**src/rtl/peridot_pfc_bank_if.sv**
```systemverilog
// Command/response bus between the PFC Avalon interface (master) and one pin bank (slave).
interface peridot_pfc_bank_if;
   logic [36:0] pfc_cmd;
   logic [31:0] pfc_resp;

   modport master (output pfc_cmd, input pfc_resp);
   modport slave (input pfc_cmd, output pfc_resp);
endinterface

```
**src/rtl/peridot_pfc_bank.sv**
```systemverilog
// One 8-pin bank of the PERIDOT pin function controller: din/dout/pinfunc/funcpin registers,
// pin output mux, function input routing and a combinational read-back word.
module peridot_pfc_bank #(
   parameter int unsigned BANK_INDEX  = 0,
   parameter int unsigned PIN_COUNT   = 8,
   parameter int unsigned SYNC_STAGES = 2
) (
   input  logic                     csi_clk,
   input  logic                     rsi_reset_n,
   peridot_pfc_bank_if.slave        pfc,
   input  logic [7:0]               coe_pin_in,
   output logic [7:0]               coe_pin_out,
   output logic [7:0]               coe_pin_oe,
   input  logic [7:0]               func_out,
   input  logic [7:0]               func_oe,
   output logic [7:0]               func_in
);
   localparam int unsigned PIN_W  = 8;
   localparam int unsigned WORD_W = 32;
   localparam logic [PIN_W-1:0]  PIN_MASK = PIN_W'((16'(1) << PIN_COUNT) - 16'(1));
   localparam logic [WORD_W-1:0] NIB_MASK = WORD_W'((64'(1) << (4 * PIN_COUNT)) - 64'(1));
   localparam logic [WORD_W-1:0] FUNCPIN_RST = 32'h8888_8888;

   logic [PIN_W-1:0]                    dout_q;
   logic [WORD_W-1:0]                   pinfunc_q;
   logic [WORD_W-1:0]                   funcpin_q;
   logic [SYNC_STAGES-1:0][PIN_W-1:0]   sync_q;

   logic              bank_hit;
   logic              wr_en;
   logic [1:0]        reg_sel;
   logic [WORD_W-1:0] wdata;
   logic [PIN_W-1:0]  pin_in_m;

   assign bank_hit = (pfc.pfc_cmd[35:34] == 2'(BANK_INDEX));
   assign wr_en    = pfc.pfc_cmd[36] & bank_hit;
   assign reg_sel  = pfc.pfc_cmd[33:32];
   assign wdata    = pfc.pfc_cmd[31:0];
   assign pin_in_m = coe_pin_in & PIN_MASK;

   // Register file and din synchroniser; absent pins are masked on entry so they always read 0.
   always_ff @(posedge csi_clk or negedge rsi_reset_n) begin
      if (!rsi_reset_n) begin
         dout_q    <= '0;
         pinfunc_q <= '0;
         funcpin_q <= FUNCPIN_RST;
         sync_q    <= '0;
      end else begin
         sync_q <= {sync_q[SYNC_STAGES-2:0], pin_in_m};
         if (wr_en) begin
            unique case (reg_sel)
               2'd1: dout_q <= ((dout_q & wdata[15:8]) | (wdata[7:0] & ~wdata[15:8])) & PIN_MASK;
               2'd2: pinfunc_q <= wdata & NIB_MASK;
               2'd3: funcpin_q <= wdata;
               default: ;
            endcase
         end
      end
   end

   // Pin output mux: GPIO drives dout, codes 8-F borrow a function channel, anything else floats.
   always_comb begin
      logic [3:0] code;
      coe_pin_out = '0;
      coe_pin_oe  = '0;
      for (int i = 0; i < 8; i++) begin
         code = pinfunc_q[4*i +: 4];
         if (PIN_MASK[i]) begin
            if (code[3]) begin
               coe_pin_out[i] = func_out[code[2:0]];
               coe_pin_oe[i]  = func_oe[code[2:0]];
            end else if (code == 4'h1) begin
               coe_pin_out[i] = dout_q[i];
               coe_pin_oe[i]  = 1'b1;
            end
         end
      end
   end

   // Function input routing straight from the raw pins; 0x9 is the only constant-1 code.
   always_comb begin
      logic [3:0] src;
      func_in = '0;
      for (int n = 0; n < 8; n++) begin
         src = funcpin_q[4*n +: 4];
         if (!src[3]) func_in[n] = pin_in_m[src[2:0]];
         else         func_in[n] = (src == 4'h9);
      end
   end

   always_comb begin
      pfc.pfc_resp = '0;
      if (bank_hit) begin
         unique case (reg_sel)
            2'd0: pfc.pfc_resp = {24'h0, sync_q[SYNC_STAGES-1]};
            2'd1: pfc.pfc_resp = {24'h0, dout_q};
            2'd2: pfc.pfc_resp = pinfunc_q;
            2'd3: pfc.pfc_resp = funcpin_q;
            default: pfc.pfc_resp = '0;
         endcase
      end
   end
endmodule
```
**src/flat_wrapper.sv**
```systemverilog
// flat-port wrapper written by rule: the top's interface ports become plain ports
module peridot_pfc_bank_flat 
#(
   parameter int unsigned BANK_INDEX  = 0,
   parameter int unsigned PIN_COUNT   = 8,
   parameter int unsigned SYNC_STAGES = 2
)
  (csi_clk, rsi_reset_n, coe_pin_in, coe_pin_out, coe_pin_oe, func_out, func_oe, func_in, pfc_pfc_cmd, pfc_pfc_resp);
  peridot_pfc_bank_if pfc_i ();
  input  logic csi_clk;
  input  logic rsi_reset_n;
  input  logic [7:0] coe_pin_in;
  output logic [7:0] coe_pin_out;
  output logic [7:0] coe_pin_oe;
  input  logic [7:0] func_out;
  input  logic [7:0] func_oe;
  output logic [7:0] func_in;
  input wire logic [$bits(pfc_i.pfc_cmd)-1:0] pfc_pfc_cmd;
  output wire logic [$bits(pfc_i.pfc_resp)-1:0] pfc_pfc_resp;
  assign pfc_i.pfc_cmd = pfc_pfc_cmd;
  assign pfc_pfc_resp = pfc_i.pfc_resp;
  peridot_pfc_bank #(.BANK_INDEX(BANK_INDEX), .PIN_COUNT(PIN_COUNT), .SYNC_STAGES(SYNC_STAGES)) u_core (.csi_clk(csi_clk), .rsi_reset_n(rsi_reset_n), .pfc(pfc_i), .coe_pin_in(coe_pin_in), .coe_pin_out(coe_pin_out), .coe_pin_oe(coe_pin_oe), .func_out(func_out), .func_oe(func_oe), .func_in(func_in));
endmodule
```
**config.mk**
```make
export PLATFORM = sky130hd
export DESIGN_NAME = peridot_pfc_bank_flat
export DESIGN_NICKNAME = d
export VERILOG_FILES = /design/src/rtl/peridot_pfc_bank_if.sv /design/src/rtl/peridot_pfc_bank.sv /design/src/flat_wrapper.sv
export SDC_FILE = /design/constraint.sdc
export NUM_CORES = 1
export LEC_CHECK = 0
export CORE_ASPECT_RATIO = 0.8
export CORE_UTILIZATION = 55
export DETAILED_ROUTE_END_ITERATION = 10
export PLACE_DENSITY_LB_ADDON = 0.2
export SLEW_MARGIN = 25
export SYNTH_ARGS = -nofsm -noshare
export SYNTH_HDL_FRONTEND = slang
export SYNTH_SLANG_ARGS = --single-unit
```
**constraint.sdc**
```tcl
create_clock -name csi_clk -period 4.15 [get_ports csi_clk]
set_clock_uncertainty 0.2 [all_clocks]
set_input_delay 0.83 -clock csi_clk [delete_from_list [all_inputs] [get_ports csi_clk]]
set_output_delay 0.83 -clock csi_clk [all_outputs]
set_load 0.01 [all_outputs]
```
# ---- After elaboration in Yosys (flattened, before gate mapping)
# Index checks and enable logic that the tools add are counted.
dict set report totals {
  regBits 88
  output_inout_bits 56
  word_cells 140
}
dict set report op_classes {
  n_reduce_logical 5
  muxes 90
  bitwise 5
  n_lt_le_gt_ge 16
  n_eq_ne 19
}
# cell count
set ops {}
lappend ops {{$pmux W32 S4} 1}
lappend ops {{$bmux W1 S3} 24}
lappend ops {{$lt A3 B4 Y1 const B} 16}
lappend ops {{$mux W1} 64}
lappend ops {{$eq A4 B1 Y1 const B} 8}
lappend ops {{$eq A4 B4 Y1 const B} 8}
lappend ops {{$mux W32} 1}
lappend ops {{$and A8 B8 Y8} 2}
lappend ops {{$not A8 Y8} 1}
lappend ops {{$or A8 B8 Y8} 1}
lappend ops {{$reduce_and A2 Y1} 3}
lappend ops {{$eq A2 B2 Y1 const B} 2}
lappend ops {{$logic_not A2 Y1} 2}
lappend ops {{$eq A2 B1 Y1 const B} 1}
lappend ops {{$and A1 B1 Y1} 1}

# ---- Depth between registers and ports, before layout
dict set report depth {
  ltp_word 3
  depth_mapped 5
  depth_no_buf 3
}

# ---- Worst setup path before layout
# No wires, ideal clock.
dict set report synth_path {
  path_type {input to output}
  start {input port pfc_pfc_cmd[32]}
  end {output port pfc_pfc_resp[4]}
  required_time_ps 3120
  path_slack_ps 1100
  path_buffers 2
  path_stages 4
  arrival_ps 2020
  path_cell_list {buf_2 buf_2 mux4_2 and2_1}
}
dict set report synth_between {
  elab_chain_len 3
  elab_cells_between_ends 6
}
# item line_no
set synth_lines {}
lappend synth_lines {{from (decl)} flat_wrapper.sv:18} ;# input wire logic [$bits(pfc_i.pfc_cmd)-1:0] pfc_pfc_cmd;
lappend synth_lines {{$eq A2 B2 Y1 (tied with other cells)} peridot_pfc_bank.sv:94} ;# unique case (reg_sel)
lappend synth_lines {{$pmux W32 S4 *} peridot_pfc_bank.sv:94}
lappend synth_lines {{$mux W32 *} peridot_pfc_bank.sv:93} ;# if (bank_hit) begin
lappend synth_lines {{to (decl)} flat_wrapper.sv:19} ;# output wire logic [$bits(pfc_i.pfc_resp)-1:0] pfc_pfc_resp;
# Mark *: on every way between the ends. The rest lies on a longest branch, timed or not.

# ---- Worst setup path after layout
dict set report layout_path {
  start {input port func_oe[0]}
  end {output port coe_pin_oe[6]}
}
dict set report layout_between {
  elab_chain_len 3
}
# item line_no
set layout_lines {}
lappend layout_lines {{from (decl)} flat_wrapper.sv:16} ;# input logic [7:0] func_oe;
lappend layout_lines {{$bmux W1 S3} peridot_pfc_bank.sv:71} ;# coe_pin_oe[i] = func_oe[code[2:0]];
lappend layout_lines {{$mux W1 (not written as such)} peridot_pfc_bank.sv:71}
lappend layout_lines {{$mux W1} peridot_pfc_bank.sv:69} ;# if (code[3]) begin
lappend layout_lines {{to (decl)} flat_wrapper.sv:14} ;# output logic [7:0] coe_pin_oe;
# Every way passes these cells. The select of a mux whose other input is x is not followed.

==> metrics <==
status completed; vias in the first global route 4,641; Die Area 0.0107 mm2; 1st-pass router iterations 5; XOR/XNOR Fraction of Synth Area 0%; Post-Synth Adder-Cell Area 0%; port buffer count 118; CTS Buf Count 9; Worst-Skew Late Latency about 340 ps; Rows 32; commonest cells in the synthesized netlist mux2_2 (91), dfrtp_1 (80), mux2i_1 (43), nor2_1 (43), mux4_2 (33); final setup fails 0; Initial DRC Count 480; Die Y-Extent 92.6 um; Fill cells 690; Startpoint Class input port; complex-gate fraction of the synthesized area 7.82%; worst rel slew slack 47.7%; flop-to-flop setup slack about 2900 ps; Synth area leader dfrtp_1; clock-pin transition on the worst setup and hold timing paths roughly 60 ps; wire length per cell about 24 um; post-synthesis simple-gate area fraction between 10% and 20%; Total Routed Length 17,100 um; Worst Tran Pin Value 784 ps; asr flop ratio synth 100%; GP Congestion 0.917; required time worst endpoint 3120 ps; chip width roughly 120 um; ant diodes 0; mux cell area share after synthesis 39.3%; Routed Antenna Nets 0; syn_nets 528; Worst Setup EP coe_pin_oe[6]; max frequency 254 MHz; Power per Cell Area 459 mW/mm2; CTS tree done; synthesized area about 0.0056 mm2; flip-flop and latch area between 0.002 and 0.0025 mm2; ys flop type dfrtp_1; H-tree depth 3; Max VDD drop 0.300 mV; Tot Pwr 0.00334 W; clk root buf clkbuf_16; max-slew violation count 0; pin count of the biggest net entering global routing 89; total grt overflow 0; CTS Buffer Depth 2; share of layout cells above drive strength 1 29.0%; Ys Warns 0; Final Hold Vio Count 0; setup TNS 0 ps; Yosys top cell area share 35.4%; Core ar. 0.00981 mm2; top-count cell post-synth mux2_2; RSZ-0062 raised after global routing false; Starting Density 57.6%; WS Path Type input port to primary output; Static Leak 2.91 nW; Seq cells post-synth 88; Max-Cap Viols 0; Worst Setup End Kind primary output; FF-to-FF End u_core.pinfunc_q[8]$_DFFE_PN0P_; largest family of logic cells by synthesized area multiplexers; Reg2Reg Depth 1; DR DRC count 0; fin crit period 3930 ps; crit path DAT 2900 ps; GRT Util Overall 34.4%; Detail Placement HPWL 12,600 um; Post-synth EDFFs 0; total number of vias 4,649; Final #Nets 645; Setup crit start func_oe[0]; largest cells by area after synthesis dfrtp_1 (35%), mux2_2 (18%), mux4_2 (13%); post_cts resized 0; Distinct cells, synth 44; vias per inst 6.43; multi-input gate area in the final layout between 0.003 and 0.004 mm2; # IOs roughly 120; clk sinks just under 90; post-synthesis sequential area ratio 39.2%; synth-to-layout area growth 28.7%; post-synthesis cell count 465; Post CTS Setup Buffer Count 0; hold buffer count at cts 0; Reg2Reg Launch Point u_core.pinfunc_q[8]$_DFFE_PN0P_; global-route wire length before repair 26,700 um; syn avg cell area around 12 um2; initial antenna violation count 0; final worst-path cycle share 94.7%; Max FO, Critical Path 10; Hold Path Class flip-flop to flip-flop
[worst min-delay path by stage]
stage | slack (ps) | to | start | depth (start not counted)
floorplan | 130 | u_core.sync_q[10]$_DFF_PN0_ | u_core.sync_q[2]$_DFF_PN0_ | 0
detailed placement | 130 | u_core.sync_q[8]$_DFF_PN0_ | u_core.sync_q[0]$_DFF_PN0_ | 0
finish | 140 | u_core.sync_q[8]$_DFF_PN0_ | u_core.sync_q[0]$_DFF_PN0_ | 0
global placement | 130 | u_core.sync_q[13]$_DFF_PN0_ | u_core.sync_q[5]$_DFF_PN0_ | 0
global route | 150 | u_core.sync_q[8]$_DFF_PN0_ | u_core.sync_q[0]$_DFF_PN0_ | 0
CTS | 140 | u_core.sync_q[8]$_DFF_PN0_ | u_core.sync_q[0]$_DFF_PN0_ | 0
[layout by cell type (no fill, tap or decap), types with 3 or more instances in the layout]
| master | n |
|---|---|
| a2111oi_0 | 4 |
| a221oi_1 | 10 |
| and2_1 | 8 |
| buf_4 | 17 |
| clkbuf_16 | 9 |
| clkdlybuf4s50_1 | 116 |
| dfrtp_1 | 80 |
| dfstp_2 | 8 |
| inv_1 | 9 |
| mux2_2 | 91 |
| mux2i_1 | 43 |
| mux4_2 | 33 |
| nand2_1 | 5 |
| nand2b_1 | 7 |
| nand3_1 | 6 |
| nor2_1 | 43 |
| nor2b_1 | 20 |
| nor3_1 | 8 |
| o211ai_1 | 7 |
| o21ai_0 | 9 |
| o31ai_1 | 10 |
| o32ai_1 | 3 |
| or4b_2 | 3 |
[worst max-delay path: stages]
cell and delay [ps]:
clkdlybuf4s50_1 720, mux2i_1 120, mux4_2 490, o21ai_0 180, clkdlybuf4s50_1 570
[state kept, by name (all words and copies together), names as in the netlist, named ones only]
register          flops
u_core.funcpin_q     32
u_core.pinfunc_q     32
u_core.sync_q        16
[layer usage]
metal	GRT usage [%]	wire length, um	vias to the layer above
met1	53.1	7590	2329
met2	49.5	7620	283
li1	-	-	2014
met4	6.39	194	0
met5	0	0	-
met3	8.31	1680	23
[final cells by class]
class	instances	share of cell area, %
Clock buffer	12	3.39
Clock inverter	4	0.705
Inverter	9	0.464
Multi-Input combinational cell	339	44.7
Sequential cell	88	30.4
Tap cell	136	2.34
Timing Repair Buffer	135	17.9
[logic make-up (layout without fill, tap and decap cells)]
kind of cell / count (synthesis) / in the layout
AO/OA/AOI/OAI: 59 / 59
AND/OR/NAND/NOR: 111 / 111
multiplexers: 169 / 169
flip-flops: 88 / 88
buffers and inverters: 38 / 160
[per-stage QoR]
stage	utilization, %	setup slack [ps]	cells	hold slack, ps	instance area [um2]
floorplan	-	1100	465	131	5650
global placement	71.1	243	707	132	6970
detailed placement	71.1	195	707	135	6980
CTS	74.1	202	723	143	7270
global route	74.1	114	723	149	7270
finish	74.1	219	723	143	7270
[report_power, final]
group | internal (W) | total, W | switching (W)
sequential | 0.00104 | 0.00139 | 0.000355
clock | 0.000485 | 0.000827 | 0.000342
combinational | 0.000701 | 0.00112 | 0.000420
Power figures use the tool's default switching activity.
